### config.mk
export PLATFORM = sky130hd
export DESIGN_NAME = spi_power_seq_flat
export DESIGN_NICKNAME = d
export VERILOG_FILES = /design/src/rtl/spi_power_seq_if.sv /design/src/rtl/spi_power_seq.sv /design/src/flat_wrapper.sv
export SDC_FILE = /design/constraint.sdc
export NUM_CORES = 1
export LEC_CHECK = 0
export ABC_AREA = 1
export CAP_MARGIN = 20
export CORE_UTILIZATION = 40
export CTS_CLUSTER_DIAMETER = 150
export DETAILED_ROUTE_END_ITERATION = 7
export DONT_BUFFER_PORTS = 1
export GPL_TIMING_DRIVEN = 0
export PLACE_DENSITY_LB_ADDON = 0.2
export SLEW_MARGIN = 5
export SYNTH_ARGS = -nofsm -noshare
export SYNTH_HDL_FRONTEND = slang
export SYNTH_SLANG_ARGS = --single-unit
### constraint.sdc
create_clock -name clk -period 3.2 [get_ports clk]
set_input_delay 0.48 -clock clk [delete_from_list [all_inputs] [get_ports clk]]
set_output_delay 0.48 -clock clk [all_outputs]
set_load 0.05 [all_outputs]
### src/rtl/spi_power_seq_if.sv
// Event log strobe interface of spi_power_seq: one-cycle event byte plus sticky overrun flag.
interface spi_power_seq_if;
    logic       log_strobe;
    logic [7:0] log_val;
    logic       overrun;
    logic       overrun_clear;

    modport master (
        output log_strobe,
        output log_val,
        output overrun,
        input  overrun_clear
    );

    modport slave (
        input  log_strobe,
        input  log_val,
        input  overrun,
        output overrun_clear
    );
endinterface

### src/rtl/spi_power_seq.sv
// Per-channel power-pin synchroniser, reset-hold sequencer and power event logger.
// Define SPI_PWR_GLITCH_FILTER_EN to build the DROP-state filter for short power losses.
module spi_power_seq #(
    parameter int unsigned CHANNELS    = 1,
    parameter int unsigned SYNC_STAGES = 2,
    parameter int unsigned HOLD_CYCLES = 65536,
    parameter int unsigned DROP_CYCLES = 16
) (
    input  logic                clk,
    input  logic                reset,
    input  logic [CHANNELS-1:0] spi_power_in,
    output logic [CHANNELS-1:0] spi_reset,
    output logic [CHANNELS-1:0] spi_power_ok,
    spi_power_seq_if.master     log_if
);

    localparam int unsigned MaxCnt = (HOLD_CYCLES > DROP_CYCLES) ? HOLD_CYCLES : DROP_CYCLES;
    localparam int unsigned CntW   = $clog2(MaxCnt);

    typedef enum logic [1:0] {
        StOff,
        StRamp,
        StOn
`ifdef SPI_PWR_GLITCH_FILTER_EN
        , StDrop
`endif
    } state_e;

    logic [SYNC_STAGES-1:0] sync_q [CHANNELS];
    state_e                 state_q [CHANNELS];
    state_e                 state_d [CHANNELS];
    logic [CntW-1:0]        cnt_q [CHANNELS];
    logic [CntW-1:0]        cnt_d [CHANNELS];

    logic [CHANNELS-1:0] pend_up_q, pend_up_d, pend_dn_q, pend_dn_d;
    logic [CHANNELS-1:0] set_up, set_dn, grant_up, grant_dn;
    logic                gnt_any, gnt_is_up, lost;
    logic [2:0]          gnt_chan;
    logic                log_strobe_q, log_strobe_d, overrun_q, overrun_d;
    logic [7:0]          log_val_q, log_val_d;

    always_comb begin
        for (int i = 0; i < CHANNELS; i++) begin
            spi_power_ok[i] = sync_q[i][SYNC_STAGES-1];
            spi_reset[i]    = (state_q[i] == StOff) || (state_q[i] == StRamp);
        end
    end

    always_comb begin
        set_up = '0;
        set_dn = '0;
        for (int i = 0; i < CHANNELS; i++) begin
            state_d[i] = state_q[i];
            cnt_d[i]   = cnt_q[i];
            case (state_q[i])
                StOff: begin
                    if (spi_power_ok[i]) begin
                        state_d[i] = StRamp;
                        cnt_d[i]   = '0;
                    end
                end
                StRamp: begin
                    if (!spi_power_ok[i]) begin
                        state_d[i] = StOff;
                    end else if (cnt_q[i] == CntW'(HOLD_CYCLES - 1)) begin
                        state_d[i] = StOn;
                        set_up[i]  = 1'b1;
                    end else begin
                        cnt_d[i] = cnt_q[i] + 1'b1;
                    end
                end
                StOn: begin
                    if (!spi_power_ok[i]) begin
`ifdef SPI_PWR_GLITCH_FILTER_EN
                        state_d[i] = StDrop;
                        cnt_d[i]   = '0;
`else
                        state_d[i] = StOff;
                        set_dn[i]  = 1'b1;
`endif
                    end
                end
`ifdef SPI_PWR_GLITCH_FILTER_EN
                StDrop: begin
                    if (spi_power_ok[i]) begin
                        state_d[i] = StOn;
                    end else if (cnt_q[i] == CntW'(DROP_CYCLES - 1)) begin
                        state_d[i] = StOff;
                        set_dn[i]  = 1'b1;
                    end else begin
                        cnt_d[i] = cnt_q[i] + 1'b1;
                    end
                end
`endif
                default: state_d[i] = StOff;
            endcase
        end
    end

    // Lowest channel wins; within a channel the up event goes first.
    always_comb begin
        grant_up  = '0;
        grant_dn  = '0;
        gnt_any   = 1'b0;
        gnt_is_up = 1'b0;
        gnt_chan  = '0;
        for (int i = 0; i < CHANNELS; i++) begin
            if (!gnt_any && (pend_up_q[i] || pend_dn_q[i])) begin
                gnt_any  = 1'b1;
                gnt_chan = 3'(i);
                if (pend_up_q[i]) begin
                    grant_up[i] = 1'b1;
                    gnt_is_up   = 1'b1;
                end else begin
                    grant_dn[i] = 1'b1;
                end
            end
        end
    end

    // A fresh event on a bit being granted this cycle survives; on a waiting bit it is lost.
    always_comb begin
        pend_up_d    = (pend_up_q & ~grant_up) | set_up;
        pend_dn_d    = (pend_dn_q & ~grant_dn) | set_dn;
        lost         = |((set_up & pend_up_q & ~grant_up) | (set_dn & pend_dn_q & ~grant_dn));
        overrun_d    = lost ? 1'b1 : (log_if.overrun_clear ? 1'b0 : overrun_q);
        log_strobe_d = gnt_any;
        log_val_d    = gnt_any ? {2'b10, gnt_is_up, 2'b00, gnt_chan} : log_val_q;
    end

    always_ff @(posedge clk) begin
        if (reset) begin
            for (int i = 0; i < CHANNELS; i++) begin
                sync_q[i]  <= '0;
                state_q[i] <= StOff;
                cnt_q[i]   <= '0;
            end
            pend_up_q    <= '0;
            pend_dn_q    <= '0;
            log_strobe_q <= 1'b0;
            log_val_q    <= '0;
            overrun_q    <= 1'b0;
        end else begin
            for (int i = 0; i < CHANNELS; i++) begin
                sync_q[i]  <= {sync_q[i][SYNC_STAGES-2:0], spi_power_in[i]};
                state_q[i] <= state_d[i];
                cnt_q[i]   <= cnt_d[i];
            end
            pend_up_q    <= pend_up_d;
            pend_dn_q    <= pend_dn_d;
            log_strobe_q <= log_strobe_d;
            log_val_q    <= log_val_d;
            overrun_q    <= overrun_d;
        end
    end

    assign log_if.log_strobe = log_strobe_q;
    assign log_if.log_val    = log_val_q;
    assign log_if.overrun    = overrun_q;

endmodule

### src/flat_wrapper.sv
// flat-port wrapper written by rule: the top's interface ports become plain ports
module spi_power_seq_flat 
#(
    parameter int unsigned CHANNELS    = 1,
    parameter int unsigned SYNC_STAGES = 2,
    parameter int unsigned HOLD_CYCLES = 65536,
    parameter int unsigned DROP_CYCLES = 16
)
  (clk, reset, spi_power_in, spi_reset, spi_power_ok, log_if_log_strobe, log_if_log_val, log_if_overrun, log_if_overrun_clear);
  spi_power_seq_if log_if_i ();
  input  logic clk;
  input  logic reset;
  input  logic [CHANNELS-1:0] spi_power_in;
  output logic [CHANNELS-1:0] spi_reset;
  output logic [CHANNELS-1:0] spi_power_ok;
  output wire logic [$bits(log_if_i.log_strobe)-1:0] log_if_log_strobe;
  output wire logic [$bits(log_if_i.log_val)-1:0] log_if_log_val;
  output wire logic [$bits(log_if_i.overrun)-1:0] log_if_overrun;
  input wire logic [$bits(log_if_i.overrun_clear)-1:0] log_if_overrun_clear;
  assign log_if_log_strobe = log_if_i.log_strobe;
  assign log_if_log_val = log_if_i.log_val;
  assign log_if_overrun = log_if_i.overrun;
  assign log_if_i.overrun_clear = log_if_overrun_clear;
  spi_power_seq #(.CHANNELS(CHANNELS), .SYNC_STAGES(SYNC_STAGES), .HOLD_CYCLES(HOLD_CYCLES), .DROP_CYCLES(DROP_CYCLES)) u_core (.clk(clk), .reset(reset), .spi_power_in(spi_power_in), .spi_reset(spi_reset), .spi_power_ok(spi_power_ok), .log_if(log_if_i));
endmodule
==> results.py <==
metrics = {
    "synthesis": {
        "ys_warn_count": 0,
        "yosys.area.top_type_share_pct": 36.59,
        "synth_common_cells": "nand2_1, nor2_1, inv_1",
        "synth_area_leader_cell": "dfxtp_1",
        "syn_inst": 210,
        "ys_ff_latch": 26,
        "ys_seq_area_share_pct": 36.59,
        "yosys-top-cells-area": "dfxtp_1, nand2_1, nor2_1",
        "synth_edf_count": 0,
        "synthArstFlopShare_pct": 0,
        "synthDistinctLibCells": 29,
        "yosysMostFrequentCell": "nand2_1",
        "ys.flop_type": "dfxtp_1",
        "syn_area_um2": 1423,
        "syn_area_per_cell_um2": 6.774,
    },
    "layout": {
        "drive_gt1_share_pct": 15.07,
        "area_delta_synth_final_pct": 9.059,
        "final_area_um2": 1551,
        "fill_cells": 359,
        "nets": 225,
        "fin_util_pct": 46.13,
        "n_antenna_cell": 0,
    },
    "cts": {
        "cts_buffers": 3,
        "cts_tree": "done",
        "postCtsSetupRepairBufs": 0,
        "cts_buffer_depth": 2,
        "cts_root_buffer": "clkbuf_4",
        "cts_htree_levels": 1,
        "clkSinkCount": 26,
        "postCtsResizedCells": 0,
        "clkTransAtPathRegs_ps": 150,
        "cts-hold-fix-buffers": 0,
        "clock_latency_ps": 330,
    },
    "setup_path": {
        "cp_top_family": "flip-flops",
        "slowest_delay_ps": 710,
        "end_kind": "register",
        "rr_worst_depth": 7,
        "slowest_stage": "dfxtp_1",
        "critical_path_required_ps": 3450,
        "crit_start": "u_core.sync_q[0][1]",
        "crit_buf_inv": 3,
        "timing.rr.start": "u_core.sync_q[0][1]",
        "critPathMaxFanout": 9,
        "cp.arrival_ps": 2110,
        "crit_chain": "inv_1, nor2_2, inv_1, o21ai_2, clkinv_1, nand2_1, nor2_2",
        "critical_path_class": "reg2reg",
        "start_kind": "register",
        "reg2reg_slack_ps": 1340,
        "r2r-end": "u_core.cnt_q[0][15]",
    },
    "placed_design": {
        "gp_congestion": 0.7927,
        "place_area_um2": 1499,
        "dp_hpwl_um": 1829,
        "io_buffers": 0,
        "dp_slack_ps": 1308,
    },
    "job": {
        "maxCapViolCount": 0,
    },
    "floorplanning": {
        "dieWidth_um": 61.64,
        "fp-row-count": 21,
        "dieArea_um2": 3799,
        "die_h_um": 61.64,
        "initial_utilization_pct": 42.30,
        "coreArea_um2": 3363,
        "io_pins": 16,
    },
    "sta": {
        "min_period_ps": 1858,
        "finalSetupViolations": 0,
        "rsz0062_at_grt": "no",
        "fin_worst_skew_ps": 2.296,
        "drv_slew": 0,
        "tns_ps": 0,
        "finalHoldViolCount": 0,
        "finalCritPeriodShare_pct": 58.06,
        "relSlewSlack_pct": 62.06,
        "tightest_slew_ps": 568.3,
        "worst_slack_ps": 1342,
        "timing.fmax_mhz": 538.3,
    },
    "hold_path": {
        "holdCritStartpoint": "reset",
        "hold_path_class": "in2reg",
        "hold_depth": 1,
        "worstHoldEndpoint": "u_core.log_if.overrun",
    },
    "detailed_routing": {
        "wirelength_um": 2458,
        "dr.pass1.iters": 4,
        "ant_nets": 0,
        "drcViolationCount": 0,
        "drt-initial-drc-count": 55,
        "num_vias": 1151,
        "via_per_inst": 4.343,
        "wire_per_inst_um": 9.275,
    },
    "grt": {
        "grt-ovfl-total": 0,
        "grt_first_pass_wirelength_um": 4140,
        "first_global_vias": 983,
        "grt_max_degree": 16,
        "antenna_found_initial": 0,
        "grt_usage_pct": 14.96,
    },
    "power": {
        "swShare_pct": 23.03,
        "pwr_density_cell_nw_per_um2": 387.9,
        "leakage_nw": 0.6110,
        "irDropWorstVdd_mv": 0.3002,
        "internal-power_mw": 0.4633,
        "combPwrFrac_pct": 6.8,
        "switchingPower_mw": 0.1386,
        "sequentialPowerShare_pct": 54.8,
        "power.share.clock_pct": 38.4,
    },
    "outcome": {
        "status": "finished clean",
    },
}
## layout make-up
| class | instances | area (µm²) | share of cell area, % |
|---|---|---|---|
| Sequential cell | 26 | 520.5 | 33.55 |
| Clock buffer | 3 | 22.52 | 1.452 |
| Inverter | 33 | 123.9 | 7.984 |
| Buffer | 9 | 67.56 | 4.355 |
| Multi-Input combinational cell | 147 | 729.5 | 47.02 |
| Clock inverter | 1 | 30.03 | 1.935 |
| Tap cell | 46 | 57.56 | 3.710 |
## flip-flops by register name (all words and copies together) (netlist names)
name                      cells
u_core.sync_q                 2
u_core.log_if.overrun         1
u_core.pend_dn_q              1
u_core.cnt_q                 16
u_core.state_q                2
u_core.log_if.log_val         2
u_core.pend_up_q              1
u_core.log_if.log_strobe      1
## layout by cell type (no fill, tap or decap), types with 5 or more instances in the layout
cell	Yosys	final
a21oi_1	7	7
buf_4	7	7
clkinv_1	5	5
conb_1	1	6
dfxtp_1	26	26
inv_1	27	27
nand2_1	51	51
nand3_1	7	7
nand3_2	6	6
nor2_1	43	43
nor2_2	5	5
## how the worst max path moves through the flow
stage | to | slack, ps | depth (start not counted)
6_report | u_core.cnt_q[0][15] | 1340 | 7
5_1_grt | u_core.cnt_q[0][13] | 1120 | 7
4_1_cts | u_core.cnt_q[0][15] | 1280 | 7
3_5_place_dp | u_core.cnt_q[0][15] | 1310 | 7
3_3_place_gp | u_core.cnt_q[0][15] | 1310 | 7
2_1_floorplan | u_core.cnt_q[0][15] | 1590 | 7
## power by group through the flow
stage,Sequential (mW),Combinational (mW),Clock (mW)
after detailed placement,0.337,0.0413,0
after CTS,0.330,0.0415,0.241
final,0.330,0.0411,0.231
after global routing,0.330,0.0452,0.252
after floorplan,0.336,0.0371,0
after global placement,0.337,0.0412,0
## routing by layer
layer  global-route usage [%]  up-vias  part of all wire (%)
li1                         -      642                     -
met2                    24.42       16                    44
met5                        0        -                     0
met1                    18.55      489                    51
met3                    5.882        4                   4.1
met4                    3.492        0                   1.2
## kinds of logic (layout without fill, tap and decap cells)
logic type | count (synthesis) | after routing | synth area share [%]
buffers and inverters | 42 | 46 | 13.46
DFF | 26 | 26 | 36.59
other | 1 | 6 | 0.2636
and+or+nand+nor | 125 | 125 | 42.48
adders and majority gates | 1 | 1 | 0.8794
AOI/OAI and AO/OA | 14 | 14 | 5.716
xor gates and xnor gates | 1 | 1 | 0.6158
## per-stage QoR
stage,hold slack (ps),cells,power (mW)
floorplan,388.3,215,0.3732
global placement,390.0,261,0.3778
detailed placement,392.1,261,0.3780
CTS,170.8,265,0.6128
global route,157.9,265,0.6279
finish,191.4,265,0.6019
Power figures use the tool's default switching activity.
